## src/rtl/pgm_pkg.sv

```systemverilog
// Shared definitions for the packet-generator checker: packet type codes,
// config-chain opcodes, register map and the latency histogram binning helper.
// The optional latency histogram is built only when PGM_CHK_HIST_EN is defined.
package pgm_pkg;

    localparam logic [1:0] PKT_HEAD = 2'b01;
    localparam logic [1:0] PKT_BODY = 2'b11;
    localparam logic [1:0] PKT_TAIL = 2'b10;

    localparam logic [2:0] CFG_WR  = 3'b010;
    localparam logic [2:0] CFG_RD  = 3'b001;
    localparam logic [3:0] CFG_RSP = 4'b1011;

    localparam logic [31:0] TAG_MAGIC = 32'hFFFF_FFFF;

    localparam logic [31:0] ADDR_CLR       = 32'h0000_0000;
    localparam logic [31:0] ADDR_EN        = 32'h0002_0000;
    localparam logic [31:0] ADDR_RX_LO     = 32'h0002_0001;
    localparam logic [31:0] ADDR_RX_HI     = 32'h0002_0002;
    localparam logic [31:0] ADDR_TAG_LO    = 32'h0002_0003;
    localparam logic [31:0] ADDR_TAG_HI    = 32'h0002_0004;
    localparam logic [31:0] ADDR_LOST_LO   = 32'h0002_0005;
    localparam logic [31:0] ADDR_LOST_HI   = 32'h0002_0006;
    localparam logic [31:0] ADDR_OOO       = 32'h0002_0007;
    localparam logic [31:0] ADDR_LAT_MIN   = 32'h0002_0008;
    localparam logic [31:0] ADDR_LAT_MAX   = 32'h0002_0009;
    localparam logic [31:0] ADDR_SUM_LO    = 32'h0002_000A;
    localparam logic [31:0] ADDR_SUM_HI    = 32'h0002_000B;
    localparam logic [31:0] ADDR_LAST_LAT  = 32'h0002_000C;
    localparam logic [31:0] ADDR_STATE     = 32'h0002_000D;
    localparam logic [31:0] ADDR_HIST_BASE = 32'h0002_0010;

    localparam int HIST_SHIFT = 4;
    localparam int HIST_BINS  = 8;

    typedef enum logic {
        ST_IDLE = 1'b0,
        ST_BODY = 1'b1
    } parse_state_t;

    // Latencies beyond the last bin's range all pile into bin 7.
    function automatic logic [2:0] hist_bin(input logic [31:0] lat);
        return (lat[31:HIST_SHIFT+3] == '0) ? lat[HIST_SHIFT+2:HIST_SHIFT] : 3'd7;
    endfunction

endpackage

```

## src/rtl/pgm_chk_stats.sv

```systemverilog
// Loss / reorder / latency accumulators for pgm_chk with a combinational read
// mux. Histogram bins exist only when PGM_CHK_HIST_EN is defined.
module pgm_chk_stats
    import pgm_pkg::*;
(
    input  logic        clk,
    input  logic        rst,
    input  logic        upd,
    input  logic        clr,
    input  logic        en,
    input  logic        tag_hit,
    input  logic [63:0] seq,
    input  logic [31:0] lat,
    input  logic [31:0] rd_addr,
    output logic [31:0] rd_data
);

    logic [63:0] rx_pkt_cnt_reg;
    logic [63:0] tag_cnt_reg;
    logic [63:0] lost_cnt_reg;
    logic [63:0] lat_sum_reg;
    logic [63:0] expected_reg;
    logic [31:0] ooo_cnt_reg;
    logic [31:0] lat_min_reg;
    logic [31:0] lat_max_reg;
    logic [31:0] last_lat_reg;
    logic        seen_reg;

    // Clear beats a same-cycle update; disabled checker leaves every stat frozen.
    always_ff @(posedge clk) begin
        if (rst || clr) begin
            rx_pkt_cnt_reg <= '0;
            tag_cnt_reg    <= '0;
            lost_cnt_reg   <= '0;
            lat_sum_reg    <= '0;
            expected_reg   <= '0;
            ooo_cnt_reg    <= '0;
            lat_min_reg    <= 32'hFFFF_FFFF;
            lat_max_reg    <= '0;
            last_lat_reg   <= '0;
            seen_reg       <= 1'b0;
        end else if (upd && en) begin
            rx_pkt_cnt_reg <= rx_pkt_cnt_reg + 64'd1;
            if (tag_hit) begin
                tag_cnt_reg  <= tag_cnt_reg + 64'd1;
                last_lat_reg <= lat;
                lat_sum_reg  <= lat_sum_reg + {32'h0, lat};
                if (lat < lat_min_reg) lat_min_reg <= lat;
                if (lat > lat_max_reg) lat_max_reg <= lat;
                if (!seen_reg) begin
                    seen_reg     <= 1'b1;
                    expected_reg <= seq + 64'd1;
                end else if (seq == expected_reg) begin
                    expected_reg <= expected_reg + 64'd1;
                end else if (seq > expected_reg) begin
                    lost_cnt_reg <= lost_cnt_reg + (seq - expected_reg);
                    expected_reg <= seq + 64'd1;
                end else begin
                    ooo_cnt_reg <= ooo_cnt_reg + 32'd1;
                end
            end
        end
    end

`ifdef PGM_CHK_HIST_EN
    logic [2:0]  bin_idx;
    logic [31:0] hist_view [HIST_BINS];

    assign bin_idx = hist_bin(lat);

    genvar gi;
    generate
        for (gi = 0; gi < HIST_BINS; gi++) begin : g_hist
            logic [31:0] cnt_reg;
            // One saturating counter per latency bin, counting tagged packets only.
            always_ff @(posedge clk) begin
                if (rst || clr) begin
                    cnt_reg <= '0;
                end else if (upd && en && tag_hit && (bin_idx == 3'(gi)) &&
                             (cnt_reg != 32'hFFFF_FFFF)) begin
                    cnt_reg <= cnt_reg + 32'd1;
                end
            end
            assign hist_view[gi] = cnt_reg;
        end
    endgenerate
`endif

    // Register read mux; anything unmapped reads as all ones.
    always_comb begin
        rd_data = 32'hFFFF_FFFF;
        case (rd_addr)
            ADDR_RX_LO:    rd_data = rx_pkt_cnt_reg[31:0];
            ADDR_RX_HI:    rd_data = rx_pkt_cnt_reg[63:32];
            ADDR_TAG_LO:   rd_data = tag_cnt_reg[31:0];
            ADDR_TAG_HI:   rd_data = tag_cnt_reg[63:32];
            ADDR_LOST_LO:  rd_data = lost_cnt_reg[31:0];
            ADDR_LOST_HI:  rd_data = lost_cnt_reg[63:32];
            ADDR_OOO:      rd_data = ooo_cnt_reg;
            ADDR_LAT_MIN:  rd_data = lat_min_reg;
            ADDR_LAT_MAX:  rd_data = lat_max_reg;
            ADDR_SUM_LO:   rd_data = lat_sum_reg[31:0];
            ADDR_SUM_HI:   rd_data = lat_sum_reg[63:32];
            ADDR_LAST_LAT: rd_data = last_lat_reg;
            default:       rd_data = 32'hFFFF_FFFF;
        endcase
`ifdef PGM_CHK_HIST_EN
        if (rd_addr[31:3] == ADDR_HIST_BASE[31:3]) rd_data = hist_view[rd_addr[2:0]];
`endif
    end

endmodule

```

## config.mk

```make
export PLATFORM = sky130hd
export DESIGN_NAME = pgm_chk_stats
export DESIGN_NICKNAME = d
export VERILOG_FILES = /design/src/rtl/pgm_pkg.sv /design/src/rtl/pgm_chk_stats.sv
export SDC_FILE = /design/constraint.sdc
export NUM_CORES = 2
export LEC_CHECK = 0
export CAP_MARGIN = 20
export CORE_MARGIN = 8
export CORE_UTILIZATION = 50
export DETAILED_ROUTE_END_ITERATION = 16
export PLACE_DENSITY = 0.8
export RECOVER_POWER = 100
export SETUP_SLACK_MARGIN = 0.1
export SLEW_MARGIN = 20
export SYNTH_ARGS = -nofsm -noshare
export SYNTH_HDL_FRONTEND = slang
export SYNTH_SLANG_ARGS = --single-unit
```

## constraint.sdc

```tcl
create_clock -name clk -period 4.27 [get_ports clk]
set_input_delay 0.854 -clock clk [delete_from_list [all_inputs] [get_ports clk]]
set_output_delay 0.854 -clock clk [all_outputs]
set_load 0.01 [all_outputs]
```

**After elaboration in Yosys (flattened, before gate mapping)**

Index checks and enable logic that the tools add are counted.

- Register bits: 449
- Bits in latches: 0
- RAM bits: 0
- Memory bits (read-only): 0
- Input bits: 134
- Logic and storage cells: 49
- Memories: 0

- Add/subtract/negate cells: 8
- Multipliers: 0
- Divide/modulo/power cells: 0
- Order comparisons: 3
- Eq/ne operators: 14
- Shift operators: 0
- Muxes and demuxes: 4
- Bitwise logic cells: 2
- Reductions and logical operators: 8

Operators by type and width:

| cell | count |
|---|---|
| $eq 32x18->1 const B | 12 |
| $pmux 32 s12 | 1 |
| $add 64x1->64 const B | 4 |
| $mux 64 | 3 |
| $add 64x32->64 | 1 |
| $add 64x64->64 | 1 |
| $eq 64x64->1 | 1 |
| $gt 64x64->1 | 1 |
| $sub 64x64->64 | 1 |
| $add 32x1->32 const B | 1 |
| $gt 32x32->1 | 1 |
| $lt 32x32->1 | 1 |
| $reduce_and 5->1 | 2 |
| $reduce_and 3->1 | 3 |
| $ne 3x1->1 const B | 1 |
| $not 1->1 | 2 |
| $reduce_and 2->1 | 1 |
| $logic_and 1x1->1 | 1 |
| $logic_or 1x1->1 | 1 |

**Depth between registers and ports, before layout**

- Depth in word-level cells: 4
- Mapped depth: 15
- Mapped depth without buffers: 15

**Least setup slack after synthesis**

OpenSTA, ideal clock, no wires.

- Path kind: input to register
- Start point: in seq[1]
- End point: reg lost_cnt_reg[58]
- Setup time: 0.117 ns
- Arrival: 3.962 ns
- Setup slack: 0.191 ns
- Stages on the path: 14
- Path buffers: 0
- Cell sequence: inv_1 > fa_1 > inv_1 > fa_1 > a21oi_1 > o21ai_0 > a31oi_1 > a31o_2 > a2111oi_2 > o21a_1 > o211ai_1 > a21oi_1 > or3_1 > a32o_1

- Longest elaborated chain between the ends: 3
- Elaborated cells between the ends (all ways): 6
- Classes of those cells: 2 x add/sub; 1 x order compare; 1 x eq/ne; 1 x bitwise; 1 x reduce/logical

Ends and longest elaborated chain:

| element | RTL line | RTL |
|---|---|---|
| start: declaration | pgm_chk_stats.sv:12 | `input logic [63:0] seq,` |
| parallel branches: the longest is 3 deep, another holds $sub 64x64->64 | - |  |
| end signal: assignment | pgm_chk_stats.sv:56 | `lost_cnt_reg <= lost_cnt_reg + (seq - expected_reg);` |
| end: declaration | pgm_chk_stats.sv:20 | `logic [63:0] lost_cnt_reg;` |

Several ways; the timed one is not identified.
A chain may end at the register's enable or synchronous reset.

**Final worst setup path**

- Start point: in lat[1]
- End point: reg lat_min_reg[30]

- Longest elaborated chain between the ends: 2

Ends and longest elaborated chain:

| element | RTL line | RTL |
|---|---|---|
| start: declaration | pgm_chk_stats.sv:13 | `input logic [31:0] lat,` |
| $lt 32x32->1 | pgm_chk_stats.sv:48 | `if (lat < lat_min_reg) lat_min_reg <= lat;` |
| $reduce_and 3->1 (no source line) | - |  |
| end signal: assignment | pgm_chk_stats.sv:48 |  |
| end: declaration | pgm_chk_stats.sv:24 | `logic [31:0] lat_min_reg;` |

No other way between the ends.

==> results.cfg <==
[die]
rows = 94
core_area_sq_mm = 0.06586
die-area_sq_mm = 0.07510
dieHeight_um = 274.1
start_util_pct = 50.55
die_w_um = 274.1
ios = 166

[finish]
final_cells = 5862
final_util_pct = 64.32
fillers = 5641
design_area_sq_mm = 0.04237
drive_gt1_share_pct = 17.58
fin_nets = 5383
area_delta_synth_final_pct = 27.25

[route]
drt-vias-per-instance = 6.154
dr.pass1.iters = 6
drc = 0
final_antenna_net_count = 0
wirelength_mm = 130.3
vias = 36080
avgRoutedWirePerCell_um = 22.23
drt_iter0_drc = 4464

[setup_path]
rr_worst_depth = 16
r2r_slack_ps = 400
cp_slowest_cell = clkbuf_2
endpoint_kind = register
required_ps = 4810
crit_buf_inv = 3
path_max_fanout = 16
crit_arrival_ps = 4750
startpoint_type = primary input
cpPeakStageDelay_ps = 610
path_cells = clkdlybuf4s50_1 > clkbuf_1 > ha_1 > a21o_1 > a21o_1 > a21o_1 > a21o_1 > a21o_1 > a211o_1 > a221o_1 > a21oi_1 > clkbuf_2 > mux2i_1
cp_top_family = compound AO/OA/AOI/OAI gates
crit_top_cell = a21o_1
rr_endpoint = lost_cnt_reg[50]$_SDFFE_PP0P_
worstReg2RegStart = lost_cnt_reg[9]$_SDFFE_PP0P_
crit_type = in -> reg

[place]
hpwl_mm = 100.5
gp_congestion = 1.043
placed_cells = 5747
io_buffers = 165
placed_cell_area_sq_mm = 0.04029

[sta]
period_needed_ps = 4214
fin_skew_ps = 34.43
hold_viol = 0
rsz0062_at_grt = true
maxSlewViolCount = 56
tightest_slew_ps = 2080
fmax_ghz = 0.2373
setup_viol = 0
holdWs_ps = 456.5
fin_crit_sh_pct = 98.69
slew_headroom_pct = -38.66

[hold_path]
min_to = last_lat_reg[1]$_SDFFE_PP0P_
worstHoldStart = last_lat_reg[1]$_SDFFE_PP0P_
hp-class = reg -> reg
min_path_cells = 2

[clocking]
cts_buffers = 51
cts_num_sinks = 449
cts_hold_buf = 0
clkTransAtPathRegs_ps = 60
cts.root.buffer_cell = clkbuf_16
htree_levels = 2
tritoncts = yes
clockBufferDepth = 3
clock_latency_ps = 650

[logic_synthesis]
synth_warnings = 0
synth-seq-area-share_pct = 27.00
syn_nets = 4765
synth_edf_count = 0
syn_area_per_cell_sq_um = 7.673
synth_area_sq_mm = 0.03329
synth.distinct_cells = 80
ys_seq_elements = 449
synthCells = 4339
async_flop_share_pct = 0
ys.flop_type = dfxtp_1

[global_route]
grt_pass1_wl_mm = 195.6
grt_use_total_pct = 32.90
antenna_found_initial = 9
grt_remaining_overflow = 0
grt_max_degree = 83
grt_pass1_vias = 33920

[run]
drv_cap = 1

[pwr]
peakVddDrop_v = 0.0002940
power_density_mw_per_mm2 = 265.8
p_total_mw = 11.26
p_leak_nw = 17.14

[run_status]
status = finished, violations left
violations = max-capacitance violations, max-slew violations
==> tightest hold or removal path: stages, from the launching register on <==
cell	delay [ps]
dfxtp_1	310
nand2_1	50
a21oi_1	50
==> cell type report <==
| type | count | area, sq um | share of cell area (%) |
|---|---|---|---|
| clock buffers | 69 | 1475 | 3.482 |
| well taps | 864 | 1081 | 2.552 |
| multi-input cells | 3243 | 22450 | 53.00 |
| inverters | 423 | 1588 | 3.748 |
| clock inverters | 22 | 315.3 | 0.7442 |
| flip-flops and latches | 449 | 8989 | 21.22 |
| repair buffers | 789 | 6457 | 15.24 |
| diodes | 3 | 7.507 | 0.01772 |
==> what timing repair did <==
item	4_1_cts	5_1_grt
gates resized for setup	199	105
pin swaps	35	41
hold endpoints to repair	0	0
gates cloned	3	2
setup buffers	12	5
endpoints found under the setup margin	38	56
==> where the power goes <==
part	internal, mW	switching [mW]
registers	4.22	0.0398
logic	1.03	1.21
clock network	2.79	1.98
==> cell usage in the layout, fill, tap and decap left out, types with 46 or more instances in the layout <==
cell	n
buf_4	537
a22oi_1	63
o21ai_0	153
nand3_1	170
ha_1	225
nand4_1	147
or3_1	46
dfxtp_1	449
xor2_1	126
clkdlybuf4s50_1	96
xnor2_1	155
mux2i_1	77
nor2_1	404
nand2_1	429
inv_1	422
fa_1	63
and3_1	64
nor3_1	90
clkbuf_16	54
a21o_1	114
a21oi_1	336
==> per-stage QoR <==
| stage | TNS [ps] | setup slack [ps] |
|---|---|---|
| floorplan | 0 | 190.7 |
| global placement | -59310 | -627.0 |
| detailed placement | -59810 | -654.5 |
| CTS | 0 | 93.99 |
| global route | -7.468 | -7.468 |
| finish | 0 | 55.84 |
==> cells in the mapped netlist, drive strengths merged, types with 28 or more instances <==
cell type / instances / share of area, %
dfxtp: 449 / 27
nand2: 432 / 4.9
inv: 423 / 4.8
nor2: 411 / 4.6
a21oi: 347 / 5.2
ha: 228 / 8.6
clkbuf: 186 / 2.1
nand3: 173 / 2.6
o21ai: 161 / 2.4
xnor2: 155 / 4.1
nand4: 147 / 2.8
xor2: 126 / 3.3
a21o: 115 / 2.6
nor3: 97 / 1.5
mux2i: 77 / 2.3
a22oi: 72 / 1.6
and3: 68 / 1.3
fa: 64 / 3.8
or3: 46 / 0.86
nor4: 41 / 0.81
buf: 39 / 0.56
a221oi: 37 / 0.99
a221o: 35 / 1.1
mux2: 31 / 1.0
a211oi: 28 / 0.63
a222oi: 28 / 0.84
==> logic make-up (layout without fill, tap and decap cells) <==
kind of cell	Yosys count	after routing	share of synthesized area, %
AND/OR/NAND/NOR	1530	1530	21.80
AO/OA/AOI/OAI	1031	1032	20.61
buffers and inverters	648	1303	7.426
flip-flops	449	449	27.00
adder cells (fa/ha/maj)	292	292	12.42
XOR/XNOR	281	281	7.392
multiplexers	108	108	3.363
other	0	3	0
==> how the worst max path moves through the flow <==
stage                       start                             to  slack [ps]  cells after the start
after floorplan            seq[1]  lost_cnt_reg[58]$_SDFFE_PP0P_         190                     14
after global placement     seq[2]  lost_cnt_reg[62]$_SDFFE_PP0P_        -630                     15
after detailed placement   seq[1]  lost_cnt_reg[54]$_SDFFE_PP0P_        -650                     15
after CTS                  seq[1]  lost_cnt_reg[54]$_SDFFE_PP0P_          90                     15
after global routing      seq[30]  lost_cnt_reg[57]$_SDFFE_PP0P_          -7                     16
final                      lat[1]   lat_min_reg[30]$_SDFFE_PP1P_          60                     13
==> metal layers <==
metal  track usage [%]  vias to the layer above  part of all wire, %
met5                 0                        -                0.041
met4             21.95                        8                  8.2
met3             6.403                      490                   10
met2             50.41                     2089                   42
met1             41.78                    16860                   39
li1                  -                    16630                    -
Power figures use the tool's default switching activity.
